==> src/rtl/ser_arb_pkg.sv <==
// ser_arb_pkg: FSM state type and default minimum word length shared by ser_arb.
package ser_arb_pkg;
    typedef enum logic [1:0] {IDLE, ISSUE, WAIT_BUSY, WAIT_DONE} state_e;
    localparam int MIN_MOD_DEF = 3;
endpackage

==> src/rtl/ser_arb_rr_pick.sv <==
// rr_pick: combinational round-robin selector, first set request at or above ptr_i with wrap.
module rr_pick #(
    parameter int N  = 4,
    parameter int IW = (N > 1) ? $clog2(N) : 1
) (
    input  logic [N-1:0]  req_i,
    input  logic [IW-1:0] ptr_i,
    output logic [IW-1:0] idx_o,
    output logic          any_o
);
    // Scan from the far end so the candidate closest to the pointer is written last.
    always_comb begin
        idx_o = '0;
        for (int i = N - 1; i >= 0; i--) begin
            if (req_i[(int'(ptr_i) + i) % N]) idx_o = IW'((int'(ptr_i) + i) % N);
        end
    end
    assign any_o = |req_i;
endmodule

==> src/rtl/ser_arb.sv <==
// ser_arb: round-robin arbiter handing one word per grant to a shared serializer.
// Define SER_ARB_TIMEOUT_EN to abandon a transfer when the serializer never reports busy.
module ser_arb
    import ser_arb_pkg::*;
#(
    parameter int N_REQ   = 4,
    parameter int WIDTH   = 16,
    parameter int MOD_W   = $clog2(WIDTH),
    parameter int MIN_MOD = MIN_MOD_DEF,
    parameter int TIMEOUT = 8,
    localparam int IW     = $clog2(N_REQ)
) (
    input  logic                   clk_i,
    input  logic                   arst_n_i,
    input  logic [N_REQ*WIDTH-1:0] req_data_i,
    input  logic [N_REQ*MOD_W-1:0] req_mod_i,
    input  logic [N_REQ-1:0]       req_val_i,
    output logic [N_REQ-1:0]       req_ack_o,
    output logic [WIDTH-1:0]       ser_data_o,
    output logic [MOD_W-1:0]       ser_mod_o,
    output logic                   ser_val_o,
    input  logic                   ser_busy_i,
    output logic [IW-1:0]          owner_o,
    output logic                   owner_val_o,
    output logic                   drop_o,
    output logic                   err_o
);
    state_e             state_q;
    logic [IW-1:0]      ptr_q, ptr_d, pick, owner_q;
    logic [N_REQ-1:0]   ack_q, ack_d;
    logic [WIDTH-1:0]   data_q;
    logic [MOD_W-1:0]   mod_q;
    logic               any, short_d, val_q, owner_val_q, drop_q;

    rr_pick #(.N(N_REQ), .IW(IW)) u_pick (
        .req_i (req_val_i),
        .ptr_i (ptr_q),
        .idx_o (pick),
        .any_o (any)
    );

    assign ptr_d   = (int'(pick) == N_REQ - 1) ? '0 : pick + 1'b1;
    assign ack_d   = {{(N_REQ-1){1'b0}}, 1'b1} << pick;
    assign short_d = int'(req_mod_i[int'(pick)*MOD_W +: MOD_W]) < MIN_MOD;

`ifdef SER_ARB_TIMEOUT_EN
    localparam int CW = $clog2(TIMEOUT + 1);
    logic [CW-1:0] cnt_q;
    logic          err_q;
    assign err_o = err_q;
`else
    assign err_o = 1'b0;
`endif

    always_ff @(posedge clk_i or negedge arst_n_i) begin
        if (!arst_n_i) begin
            state_q     <= IDLE;
            ptr_q       <= '0;
            owner_q     <= '0;
            ack_q       <= '0;
            data_q      <= '0;
            mod_q       <= '0;
            val_q       <= 1'b0;
            owner_val_q <= 1'b0;
            drop_q      <= 1'b0;
`ifdef SER_ARB_TIMEOUT_EN
            cnt_q       <= '0;
            err_q       <= 1'b0;
`endif
        end else begin
            ack_q  <= '0;
            val_q  <= 1'b0;
            drop_q <= 1'b0;
`ifdef SER_ARB_TIMEOUT_EN
            err_q  <= 1'b0;
`endif
            case (state_q)
                IDLE: if (!ser_busy_i && any) begin
                    ack_q <= ack_d;
                    ptr_q <= ptr_d;
                    if (short_d) drop_q <= 1'b1;
                    else begin
                        data_q      <= req_data_i[int'(pick)*WIDTH +: WIDTH];
                        mod_q       <= req_mod_i[int'(pick)*MOD_W +: MOD_W];
                        val_q       <= 1'b1;
                        owner_q     <= pick;
                        owner_val_q <= 1'b1;
                        state_q     <= ISSUE;
                    end
                end
                ISSUE: begin
                    state_q <= WAIT_BUSY;
`ifdef SER_ARB_TIMEOUT_EN
                    cnt_q   <= CW'(1);
`endif
                end
                WAIT_BUSY: begin
                    if (ser_busy_i) state_q <= WAIT_DONE;
`ifdef SER_ARB_TIMEOUT_EN
                    else if (int'(cnt_q) >= TIMEOUT - 1) begin
                        err_q       <= 1'b1;
                        owner_val_q <= 1'b0;
                        state_q     <= IDLE;
                    end else cnt_q <= cnt_q + 1'b1;
`endif
                end
                WAIT_DONE: if (!ser_busy_i) begin
                    owner_val_q <= 1'b0;
                    state_q     <= IDLE;
                end
                default: state_q <= IDLE;
            endcase
        end
    end

    assign req_ack_o   = ack_q;
    assign ser_data_o  = data_q;
    assign ser_mod_o   = mod_q;
    assign ser_val_o   = val_q;
    assign owner_o     = owner_q;
    assign owner_val_o = owner_val_q;
    assign drop_o      = drop_q;
endmodule
==> config.mk <==
export PLATFORM = sky130hd
export DESIGN_NAME = ser_arb
export DESIGN_NICKNAME = d
export VERILOG_FILES = /design/src/rtl/ser_arb_pkg.sv /design/src/rtl/ser_arb_rr_pick.sv /design/src/rtl/ser_arb.sv
export SDC_FILE = /design/constraint.sdc
export NUM_CORES = 1
export LEC_CHECK = 0
export BUFFER_PORTS_ARGS = -buffer_cell sky130_fd_sc_hd__buf_2
export CAP_MARGIN = 5
export CELL_PAD_IN_SITES_DETAIL_PLACEMENT = 0
export CELL_PAD_IN_SITES_GLOBAL_PLACEMENT = 1
export CORE_ASPECT_RATIO = 0.8
export CORE_UTILIZATION = 34
export DETAILED_ROUTE_END_ITERATION = 10
export HOLD_SLACK_MARGIN = 0.03
export PLACE_DENSITY_LB_ADDON = 0.1
export SLEW_MARGIN = 25
export SYNTH_ARGS = -nofsm -noshare
export SYNTH_HDL_FRONTEND = slang
export SYNTH_SLANG_ARGS = --single-unit
==> constraint.sdc <==
create_clock -name clk_i -period 5.44 [get_ports clk_i]
set_input_delay 0.544 -clock clk_i [delete_from_list [all_inputs] [get_ports clk_i]]
set_output_delay 0.544 -clock clk_i [all_outputs]
set_load 0.02 [all_outputs]
==> results.md <==
- Outcome: finished clean
- Worst Path Required: 5.60 ns
- Max FO, Critical Path: 41
- Fin cells: 426
- Clk_lat worst skew: 0.28 ns
- Via count of the routed design: 2034
- Routability cong.: roughly 0.73
- DP Worst Slack: 1.99 ns
- Synth Flop Type: dfrtp_1
- Pwr Density: 509 nW/µm²
- Pleak: approximately 0.0015 µW
- CTS tree: done
- Yosys warnings: 0
- Switching Share: 43.4%
- Post-synth ARST share: 100%
- Mean area per synthesized cell: 9.05 µm²
- Critical Path AT: between 3 and 4 ns
- Synth cell types: 34
- P_int: 818 µW
- CP Capture Type: flop
- Gate power share: 57.2%
- Max-cap violations: 0
- Via count of the first global-routing pass: 1914
- Net switching power: roughly 630 µW
- Initial antenna violation count: 0
- Total gr overflow: 0
- Post-route ant nets: 0
- Setup_tns: 0 ns
- Global Route Usage Sum: between 10% and 20%
- Clock network fraction of total power: 13.9%
- Die H: around 73 µm
- Fin. Hold Viols: 0
- Clock Path Buffers: 2
- Max-slew violations: 0
- Top cells by count, synth: nand2_1, dfrtp_1, mux2_2
- Die Width: 90.3 µm
- Yosys reg bits: 33
- Min Hold Slack: 0.308 ns
- Std cell rows: 25
- Clk sinks: 33
- RSZ-0062 raised after global routing: false
- Max_slew headroom: 46.0%
- Post-Syn Instances: 234
- Most frequent cell after synthesis: nand2_1
- Cts hold-fix bufs: 0
- DR WL/cell: 12.9 µm
- Starting Density: 35.5%
- Die Area: 6550 µm²
- Filler instances: 632
- Final worst slack: 2.22 ns
- DP HPWL: 3990 µm
- CTS Buf Count: 5
- Peak VDD IR: 0.191 mV
- First-pass iteration count of the detailed router: 4
- Startpoint Class: flop
- Cts repair resizes: 0
- Post-Route WL: 5510 µm
- Setup-failing EPs final: 0
- Post-CTS Setup Inserts: 0
- Post-synth EDFFs: 0
- DRC: 0
- FMAX: 311 MHz
- CTS root buf: clkbuf_8
- Port Buffer Count: ~120
- Setup Skew: 0.00815 ns
- WS Path Type: reg -> reg
- Min Tclk post-route: 3.22 ns
- Critical R2R Launch: ptr_q[1]
- Proportion of layout cells with a drive suffix above 1: 44.6%
- Syn Std Cell Area: 2120 µm²
- Core area: 5970 µm²
- Reg2reg setup slack: 2.22 ns
- Top post-synthesis cells by area: dfrtp_1, mux2_2, nand2_1, and3_1, mux2i_1
- H-tree depth: 2
- Worst flop-to-flop path endpoint: ser_data_o[4]
- Synth area leader: dfrtp_1
- Tcrit/Tclk final: between 50% and 60%
- Largest net degree at the start of global routing: 42
- Antenna diode count: 0
- Share of the synthesized area in the top cell type: 39.0%
- Routed vias/inst: 4.77
- HP Class: in -> async
- Total Power: 1450 µW
- Reg clk slew, reported paths: around 0.070 ns
- P&R area growth vs syn: 34.0%
- First-pass GRT wire length: 9040 µm
- Synth Net Count: 328
- Fin nets: between 400 and 500
- Path depth of the worst reg2reg path: 9
- Post-placement cell count: 418
- Seq/Total Area, Yosys: 39.0%
- Sequential share of power: 28.9%
- # IOs: 117
- Initial DRC count: between 50 and 60
- Worst-margin pin slew: just over 0.8 ns
-- layer usage --
| metal | routed length (µm) | up-vias | global-route usage, % |
|---|---|---|---|
| li1 | - | 1026 | - |
| met1 | 2580 | 920 | 22.6 |
| met2 | 2380 | 82 | 27.2 |
| met3 | 490 | 6 | 6.46 |
| met4 | 61 | 0 | 4.84 |
| met5 | 0 | - | 0 |
-- kinds of logic after synthesis --
family,synth area share (%)
multiplexers,18.0
AO/OA/AOI/OAI,10.6
adder cells (fa/ha/maj),4.13
flip-flops,39.0
other,0.177
buffers and inverters,5.55
AND/OR/NAND/NOR,22.6
-- cell usage in the layout (no fill, tap or decap), types with 2 or more instances in the layout --
cell,Yosys,routed
buf_2,1,115
nand2_1,69,69
dfrtp_1,33,33
mux2_2,23,23
and3_1,20,20
a31oi_1,16,16
mux2i_1,11,11
inv_1,9,9
ha_1,7,7
clkbuf_8,0,7
a21oi_1,5,5
nor2_1,5,5
a21o_1,3,3
buf_4,1,2
-- final cells by class --
| class | instances | area, µm² | share of cell area, % |
|---|---|---|---|
| multi-input cells | 177 | 1180 | 41.6 |
| inverters | 10 | 37.5 | 1.32 |
| repair buffers | 117 | 591 | 20.8 |
| clock inverters | 1 | 5.00 | 0.176 |
| flip-flops and latches | 33 | 826 | 29.1 |
| well taps | 81 | 101 | 3.57 |
| clock buffers | 7 | 96.3 | 3.40 |
-- metrics by stage --
step	util [%]	area, µm²
floorplan	-	2120
global placement	45.8	2740
detailed placement	45.8	2740
CTS	47.5	2840
global route	47.5	2840
finish	47.5	2840
-- critical path: stages, from the launching register on --
cell      delay, ns
dfrtp_1        0.45
nor3b_1        0.36
nor3_4         0.08
buf_4          0.28
inv_2          0.53
mux2i_1        0.17
mux2_2         0.33
o211ai_4       0.14
nand3_4        0.32
mux2_1         0.43
-- power by group through the flow --
stage	sequential (µW)	combinational, µW	clock, µW
after global placement	421	829	0
after floorplan	532	493	0
after detailed placement	421	835	0
after CTS	418	838	209
after global routing	432	915	217
final	419	826	201
-- worst max-delay path by stage --
stage / start / to / slack [ns]
final: ptr_q[1] / ser_data_o[4] / 2.22
after global routing: ptr_q[1] / ser_data_o[4] / 1.95
after CTS: ptr_q[1] / ser_data_o[4] / 2.18
after detailed placement: req_val_i[0] / ser_data_o[4] / 1.99
after global placement: req_val_i[0] / ser_data_o[4] / 2.10
after floorplan: req_val_i[0] / ser_data_o[4] / 2.95
-- flip-flops by register name (all words and copies together) (netlist names) --
signal	cells
owner_val_o	1
ser_val_o	1
owner_o	2
state_q	2
ser_mod_o	4
req_ack_o	4
ptr_q	2
drop_o	1
ser_data_o	16
(Power assumes the default switching activity.)
